## config.mk

```make
export PLATFORM = sky130hd
export DESIGN_NAME = free_list_flat
export DESIGN_NICKNAME = d
export VERILOG_FILES = /design/src/rtl/free_list_if.sv /design/src/rtl/free_list.sv /design/src/flat_wrapper.sv
export SDC_FILE = /design/constraint.sdc
export NUM_CORES = 1
export LEC_CHECK = 0
export ABC_CLOCK_PERIOD_IN_PS = 3500
export BUFFER_PORTS_ARGS = -buffer_cell sky130_fd_sc_hd__clkbuf_2
export CAP_MARGIN = 25
export CORE_MARGIN = 10
export CORE_UTILIZATION = 50
export CTS_CLUSTER_SIZE = 14
export DETAILED_ROUTE_END_ITERATION = 10
export PLACE_DENSITY = 0.67
export SYNTH_ARGS = -nofsm -noshare
export SYNTH_HDL_FRONTEND = slang
export SYNTH_SLANG_ARGS = --single-unit
```

## constraint.sdc

```tcl
create_clock -name clock -period 3.5 [get_ports clock]
set_clock_uncertainty 0.2 [all_clocks]
set_input_delay 0.175 -clock clock [delete_from_list [all_inputs] [get_ports clock]]
set_output_delay 0.175 -clock clock [all_outputs]
set_load 0.01 [all_outputs]
```

## src/rtl/free_list_if.sv

```systemverilog
// Dispatch/retire-side bundle for the free_list block: tag allocation, tag release and rollback.
// The master modport belongs to the pipeline (dispatch + ROB), the slave modport to free_list.
interface free_list_if #(
    parameter int NUM_PREG = 64,
    parameter int NUM_AREG = 32
);
    localparam int DEPTH  = NUM_PREG - NUM_AREG;
    localparam int PREG_W = $clog2(NUM_PREG);
    localparam int PTR_W  = $clog2(DEPTH);

    // Allocation is a valid/ready pair in disguise: !empty is "ready", dequeue_en is "valid";
    // a transfer happens only on an edge where both hold and undo is low. Release has no back-pressure.
    logic              dequeue_en;
    logic [PREG_W-1:0] dest_tag;
    logic              empty;
    logic              enqueue_en;
    logic [PREG_W-1:0] enqueue_pr;
    logic              undo;
    logic [PTR_W:0]    undo_head;
    logic [PTR_W:0]    head_ptr;
    logic [PTR_W:0]    free_count;

    modport master (
        output dequeue_en,
        output enqueue_en,
        output enqueue_pr,
        output undo,
        output undo_head,
        input  dest_tag,
        input  empty,
        input  head_ptr,
        input  free_count
    );

    modport slave (
        input  dequeue_en,
        input  enqueue_en,
        input  enqueue_pr,
        input  undo,
        input  undo_head,
        output dest_tag,
        output empty,
        output head_ptr,
        output free_count
    );
endinterface

```

## src/rtl/free_list.sv

```systemverilog
// Circular FIFO of free physical register tags with checkpointed-head rollback.
// Optional same-cycle forwarding of a released tag into an empty list: FREE_LIST_BYPASS_EN.
module free_list #(
    parameter int NUM_PREG = 64,
    parameter int NUM_AREG = 32
) (
    input  logic       clock,
    input  logic       reset,
    free_list_if.slave fl
);
    localparam int DEPTH  = NUM_PREG - NUM_AREG;   // must be a power of two
    localparam int PREG_W = $clog2(NUM_PREG);
    localparam int PTR_W  = $clog2(DEPTH);

    localparam logic [PREG_W-1:0] ZERO_REG = '0;
    localparam logic [PTR_W:0]    DEPTH_P  = (PTR_W + 1)'(DEPTH);
    localparam logic [PTR_W:0]    PTR_ONE  = (PTR_W + 1)'(1);

    logic [PREG_W-1:0] r_buffer [DEPTH];
    logic [PTR_W:0]    r_head;
    logic [PTR_W:0]    r_tail;

    logic [PTR_W:0]    w_count;
    logic [PTR_W-1:0]  w_head_idx;
    logic [PTR_W-1:0]  w_tail_idx;
    logic              w_empty_reg;
    logic              w_full;
    logic              w_enq_valid;
    logic              w_bypass;
    logic              w_bypass_take;
    logic              w_do_deq;
    logic              w_do_enq;

    // The wrap bit keeps full (difference == DEPTH) distinct from empty (difference == 0).
    assign w_count     = r_tail - r_head;
    assign w_head_idx  = r_head[PTR_W-1:0];
    assign w_tail_idx  = r_tail[PTR_W-1:0];
    assign w_empty_reg = (w_count == '0);
    assign w_full      = (w_count == DEPTH_P);

    // A released x0 carries no physical register and never enters the list.
    assign w_enq_valid = fl.enqueue_en && (fl.enqueue_pr != ZERO_REG);

`ifdef FREE_LIST_BYPASS_EN
    assign w_bypass = w_empty_reg && w_enq_valid;
`else
    assign w_bypass = 1'b0;
`endif

    // On a bypass hand-off the tag goes straight to dispatch and never touches the buffer.
    assign w_bypass_take = w_bypass && fl.dequeue_en && !fl.undo;
    assign w_do_deq      = fl.dequeue_en && !w_empty_reg && !fl.undo;
    assign w_do_enq      = w_enq_valid && !w_full && !w_bypass_take;

    always_ff @(posedge clock) begin
        if (reset) begin
            r_head <= '0;
            r_tail <= DEPTH_P;
        end else begin
            // Undo wins over dequeue; the retiring enqueue is older than the branch and still lands.
            if (fl.undo) begin
                r_head <= fl.undo_head;
            end else if (w_do_deq) begin
                r_head <= r_head + PTR_ONE;
            end
            if (w_do_enq) begin
                r_tail <= r_tail + PTR_ONE;
            end
        end
    end

    always_ff @(posedge clock) begin
        if (reset) begin
            for (int i = 0; i < DEPTH; i++) begin
                r_buffer[i] <= PREG_W'(NUM_AREG + i);
            end
        end else if (w_do_enq) begin
            r_buffer[w_tail_idx] <= fl.enqueue_pr;
        end
    end

    always_comb begin
        fl.dest_tag = ZERO_REG;
        if (w_bypass) begin
            fl.dest_tag = fl.enqueue_pr;
        end else if (!w_empty_reg) begin
            fl.dest_tag = r_buffer[w_head_idx];
        end
    end

    assign fl.empty      = w_empty_reg && !w_bypass;
    assign fl.head_ptr   = r_head;
    assign fl.free_count = w_count;

`ifndef SYNTHESIS
    logic [PTR_W:0] w_undo_dist;
    assign w_undo_dist = r_tail - fl.undo_head;

    a_count_range: assert property (@(posedge clock) disable iff (reset)
        w_count <= DEPTH_P);
    a_no_enq_full: assert property (@(posedge clock) disable iff (reset)
        !(w_enq_valid && w_full));
    // A checkpoint can be at most DEPTH entries behind the tail, never ahead of it.
    a_undo_range: assert property (@(posedge clock) disable iff (reset)
        fl.undo |-> (w_undo_dist <= DEPTH_P));
`endif
endmodule
```

## src/flat_wrapper.sv

```systemverilog
// flat-port wrapper written by rule: the top's interface ports become plain ports
module free_list_flat 
#(
    parameter int NUM_PREG = 64,
    parameter int NUM_AREG = 32
)
  (clock, reset, fl_dequeue_en, fl_enqueue_en, fl_enqueue_pr, fl_undo, fl_undo_head, fl_dest_tag, fl_empty, fl_head_ptr, fl_free_count);
  free_list_if #(.NUM_PREG(NUM_PREG), .NUM_AREG(NUM_AREG)) fl_i ();
  input  logic clock;
  input  logic reset;
  input wire logic [$bits(fl_i.dequeue_en)-1:0] fl_dequeue_en;
  input wire logic [$bits(fl_i.enqueue_en)-1:0] fl_enqueue_en;
  input wire logic [$bits(fl_i.enqueue_pr)-1:0] fl_enqueue_pr;
  input wire logic [$bits(fl_i.undo)-1:0] fl_undo;
  input wire logic [$bits(fl_i.undo_head)-1:0] fl_undo_head;
  output wire logic [$bits(fl_i.dest_tag)-1:0] fl_dest_tag;
  output wire logic [$bits(fl_i.empty)-1:0] fl_empty;
  output wire logic [$bits(fl_i.head_ptr)-1:0] fl_head_ptr;
  output wire logic [$bits(fl_i.free_count)-1:0] fl_free_count;
  assign fl_i.dequeue_en = fl_dequeue_en;
  assign fl_i.enqueue_en = fl_enqueue_en;
  assign fl_i.enqueue_pr = fl_enqueue_pr;
  assign fl_i.undo = fl_undo;
  assign fl_i.undo_head = fl_undo_head;
  assign fl_dest_tag = fl_i.dest_tag;
  assign fl_empty = fl_i.empty;
  assign fl_head_ptr = fl_i.head_ptr;
  assign fl_free_count = fl_i.free_count;
  free_list #(.NUM_PREG(NUM_PREG), .NUM_AREG(NUM_AREG)) u_core (.clock(clock), .reset(reset), .fl(fl_i));
endmodule
```

* Word-level counts from Yosys, hierarchy flattened *
Memory sizes are Yosys's and may differ from the RTL's. A register that Yosys moved wholly into a read port is not among the register bits.
Cells that the tools add are included.

operators by class
  add/subtract/negate cells = 3
  equal/unequal tests = 1
  multiplexer cells = 13
  reduce and logical (&&, ||, !) cells = 11

operators by type and width
  operator                                                        count
  6-bit two-way mux                                               4
  5-bit two-way mux                                               3
  6-bit by 1-bit adder with 6-bit output (second input constant)  2
  6-bit equality test (second input constant)                     1
  6-bit logical NOT                                               1
  1-bit two-way mux                                               6
  6-bit nonzero test                                              1
  6-bit OR reduction                                              1
  6-bit subtractor                                                1
  1-bit logical AND                                               4
  1-bit logical NOT                                               3
  2-bit nonzero test                                              1

word-level totals
  register bits after elaboration = 12
  bits in writable memories = 192
  bits of input ports = 17
  output and inout bits = 19
  logic and storage cells = 31
  memories = 1

memories
  memory           depth  width  rd ports  clocked after Yosys merged registers in  wr ports  RTL line         source
  u_core.r_buffer  32     6      1         1                                        32        free_list.sv:19  logic [PREG_W-1:0] r_buffer [DEPTH];

* Depth between registers and ports, before layout *
  depth after elaboration = 9
  mapped depth = 12
  gate-level depth less buffers = 10

* Worst setup path after synthesis *
No wires, ideal clock.

  path type = register to register
  start point = register u_core.r_head[0] (netlist: u_core.fl.head_ptr[0])
  end point = memory u_core.r_buffer[14][0] (netlist bit) (enable)
  setup time = 0.357 ns
  data arrival time = 2.747 ns
  data required time = 2.943 ns
  setup slack = 0.196 ns
  cell stages (with the launch flop) = 12
  buffers on the path = 2
  period minus slack after synthesis = 3.304 ns
  cells stage by stage = dfxtp_1 -> ha_1 -> inv_1 -> fa_1 -> xor2_1 -> nor4_1 -> mux2i_4 -> a211o_1 -> buf_4 -> nand4_4 -> buf_2 -> o21ai_1

RTL lines
  item                    RTL line         source
  start, declared         free_list.sv:20  logic [PTR_W:0] r_head;
  start signal, assigned  free_list.sv:62  r_head <= fl.undo_head;
  start signal, assigned  free_list.sv:64  r_head <= r_head + PTR_ONE;
  end, declared           free_list.sv:19

* Worst setup path in the final report *
  start point = register u_core.r_tail[0]
  end point = output port fl_dest_tag[1]

between the ends
  word-level cells in the longest chain between the ends = 3

ends and longest elaborated chain
  item                    RTL line            source
  start, declared         free_list.sv:21     logic [PTR_W:0] r_tail;
  start signal, assigned  free_list.sv:67     r_tail <= r_tail + PTR_ONE;
  6-bit subtractor        free_list.sv:35     assign w_count = r_tail - r_head;
  6-bit logical NOT       free_list.sv:38     assign w_empty_reg = (w_count == '0);
  6-bit two-way mux       free_list.sv:86     end else if (!w_empty_reg) begin
  end, declared           flat_wrapper.sv:16  output wire logic [$bits(fl_i.dest_tag)-1:0] fl_dest_tag;

Every way passes these cells.

==> metrics.txt <==
crit share post-route=between 90% and 100%; slowest stage cell, crit path=fa_1; DP Cell Count=around 1000; CP most frequent cell=inv_1; vias in the first global route=between 7000 and 8000; Leak=approximately 3.8 nW; Worst setup EP type=output pin; first-pass iteration count of the detailed router=5; worst hold endpoint=u_core.r_buffer[14][0]; synthesized flop and latch total=approximately 210; Place WS=-0.0753 ns; Final Power=around 0.0056 W; synthesized area=roughly 10000 um^2; Peak Freq=~0.3 GHz; initial antenna violation count=2; H-tree lvl count=1; status=completed; top_reg_cell synth=edfxtp_1; fillers=1578; Yosys top cell by area=edfxtp_1; I/O pins=36; Nets=between 700 and 800; reg2reg end=u_core.r_buffer[24][0]; post-DR wirelength/cell=approximately 25 um; synth unique cells=56; critical-path cell list=inv_1, ha_1, inv_1, fa_1, xor2_1, nor4b_2, mux2i_4, buf_4, nor3_4, buf_6, nor2_1, clkbuf_2; CTS tree=built; Avg Inst Size Synth=about 14 um^2; CP startpoint kind=register; cell with the most instances after synthesis=edfxtp_1; FF-to-FF Start=u_core.r_tail[0]; HP Class=in2reg; worst setup margin=between 0.15 and 0.2 ns; Die Y=about 160 um; post-route insts no fill=around 1100; Critical Path AT=2.97 ns; share of cells above drive strength 1=between 20% and 30%; Setup-failing EPs final=0; DRC=0; Post-Route WL=26.3 mm; Max-Cap Viols=0; total CTS buffers=22; first-pass GRT wire length=just over 40 mm; GRT Util Overall=roughly a fifth; synth top area cells=edfxtp_1, mux4_2, or3_1; Required @ worst endpoint=between 3 and 4 ns; YS warnings=0; CP max stage delay=0.40 ns; Slew Limit Headroom=a little over a third; VDD IR max=~280 uV; R2R cell count=11; Layout area overhead=14.1%; die area=26700 um^2; Hold Crit Depth=3; Max clock buf depth=3; clk_lat worst skew=approximately 0.50 ns; initial core utilization=between 50 and 60%; count of flip-flops with a built-in enable after synthesis=192; GP Congestion=0.937; Clock Root Buffer=clkbuf_16; worst hold path startpoint=fl_enqueue_pr[0]; CP max FO=6; vias after detailed routing=approximately 6700; ys async rst share=0%; met1 usage=a little over a quarter; fraction of the yosys area taken by sequential cells=between 50 and 60%; Synth top area share=between 50% and 60%; cell area after layout=between 10000 and 15000 um^2; die width=163 um; GRT Residual Overflow=0; Most Crowded Layer GR=met2; final-report max-slew violation count=0; final-report hold violation count=0; crit path time final=3.34 ns; worst setup path category=reg2out; number of vias per cell=6.39; Cell Area, Placed=approximately 11000 um^2; met3 Track Usage GR=3.40%; clk sinks=approximately 210; core box area=roughly 20000 um^2; # rows=52; worst slew pin tran=between 0.9 and 1 ns; Post-CTS Setup Bufs=0; hpwl dp=between 15 and 20 mm; DRT antenna net count=0; largest net degree at the start of global routing=between 50 and 60; PortBufs=35; Mapped Nets=approximately 760; unrepaired setup endpoints after global routing=true; GR met2 Demand/Resource=about a third; r2r setup slk=between 0.15 and 0.2 ns; 1st-iter DRT viols=721; Commonest cells post-synth=edfxtp_1, or3_1, and3_1, clkbuf_1, mux4_2; n_diodes=0; Mapped Cells=733; Cell Pwr Density=around 480 nW/um^2; Clock transition at path regs=0.06 ns
## layout by cell type, fill, tap and decap left out, drive strengths merged, types with 4 or more instances in the layout
cell,count
mux2i,8
clkbuf,66
xnor2,5
or3,89
a21o,10
mux4,55
nand4,4
dfxtp,17
or2,8
o21ai,25
inv,14
clkinv,5
and3,83
a211oi,13
nand3b,22
and4,4
nand2,10
buf,46
a21oi,13
nand3,12
edfxtp,192
ha,10
nor3,6
dlygate4sd3,10
nor2,13
nor2b,8
## per-stage QoR
| stage | setup TNS [ns] | utilization, % | hold slack (ns) |
|---|---|---|---|
| global route | -0.00866 | 57.9 | 0.140 |
| global placement | 0 | 53.7 | 0.230 |
| finish | 0 | 57.9 | 0.138 |
| CTS | 0 | 57.5 | 0.114 |
| detailed placement | -2.26 | 53.7 | 0.243 |
| floorplan | 0 | - | 0.127 |
## worst max-delay path by stage
stage / startpoint / end / slack (ns) / cells after the start
global route: u_core.r_tail[0] / fl_dest_tag[1] / -0.009 / 12
global placement: u_core.r_tail[0] / u_core.r_buffer[1][1] / 0.07 / 11
floorplan: u_core.fl.head_ptr[0] / u_core.r_buffer[14][0] / 0.20 / 11
CTS: u_core.r_tail[0] / u_core.r_buffer[26][1] / 0.01 / 11
detailed placement: u_core.r_tail[0] / u_core.r_buffer[26][2] / -0.08 / 11
finish: u_core.r_tail[0] / fl_dest_tag[1] / 0.16 / 12
## registers in the layout, indices dropped and copies added, names as in the netlist, named ones only
name                count
u_core.fl.head_ptr      6
u_core.r_buffer       192
u_core.r_tail           6
## worst max-delay path: cells and delay by family, from the launching register on
family / cells / cell delay [ns]
flip-flops: 1 / 0.31
buffers and inverters: 5 / 0.63
adder cells (fa/ha/maj): 2 / 0.56
XOR/XNOR: 1 / 0.22
AND/OR/NAND/NOR: 3 / 0.63
multiplexers: 1 / 0.12
## metal layers
metal	wire (um)	part of all wire, %	up-vias
li1	-	-	2951
met1	10600	40	3416
met2	13200	50	314
met3	2080	7.9	30
met4	431	1.6	0
met5	0	0	-
## logic make-up (layout without fill, tap and decap cells)
kind of cell | after synthesis | count (layout) | share of synthesized area, %
xor+xnor | 7 | 7 | 0.670
fa+ha+maj | 11 | 11 | 1.41
simple gates | 268 | 268 | 16.4
flops | 209 | 209 | 59.5
compound gates | 81 | 81 | 5.44
buf+inv | 94 | 141 | 3.60
mux | 63 | 63 | 13.0
## where the power goes
part / internal, W / total [W] / leakage, nW / switching, W
sequential: 0.00277 / 0.00281 / 1.73 / 0.0000445
combinational: 0.000269 / 0.000654 / 1.76 / 0.000386
clock: 0.00120 / 0.00211 / 0.312 / 0.000907
total: 0.00424 / 0.00557 / 3.80 / 0.00134
## final cells by class
| type | count | area, um^2 | share of cell area, % |
|---|---|---|---|
| tap | 270 | 338 | 2.88 |
| sequential | 209 | 6110 | 52.2 |
| clock buffer | 31 | 606 | 5.17 |
| clock inverter | 6 | 31.3 | 0.267 |
| inverter | 13 | 48.8 | 0.417 |
| multi-input combinational | 430 | 3880 | 33.2 |
| timing repair buffer | 91 | 691 | 5.90 |
## timing repair
action,4_1_cts,5_1_grt
hold endpoints to repair,14,0
gates resized for setup,6,27
gates cloned,0,0
setup endpoints to repair,59,239
pin swaps,1,1
hold buffers,10,0
(Power assumes the default switching activity.)
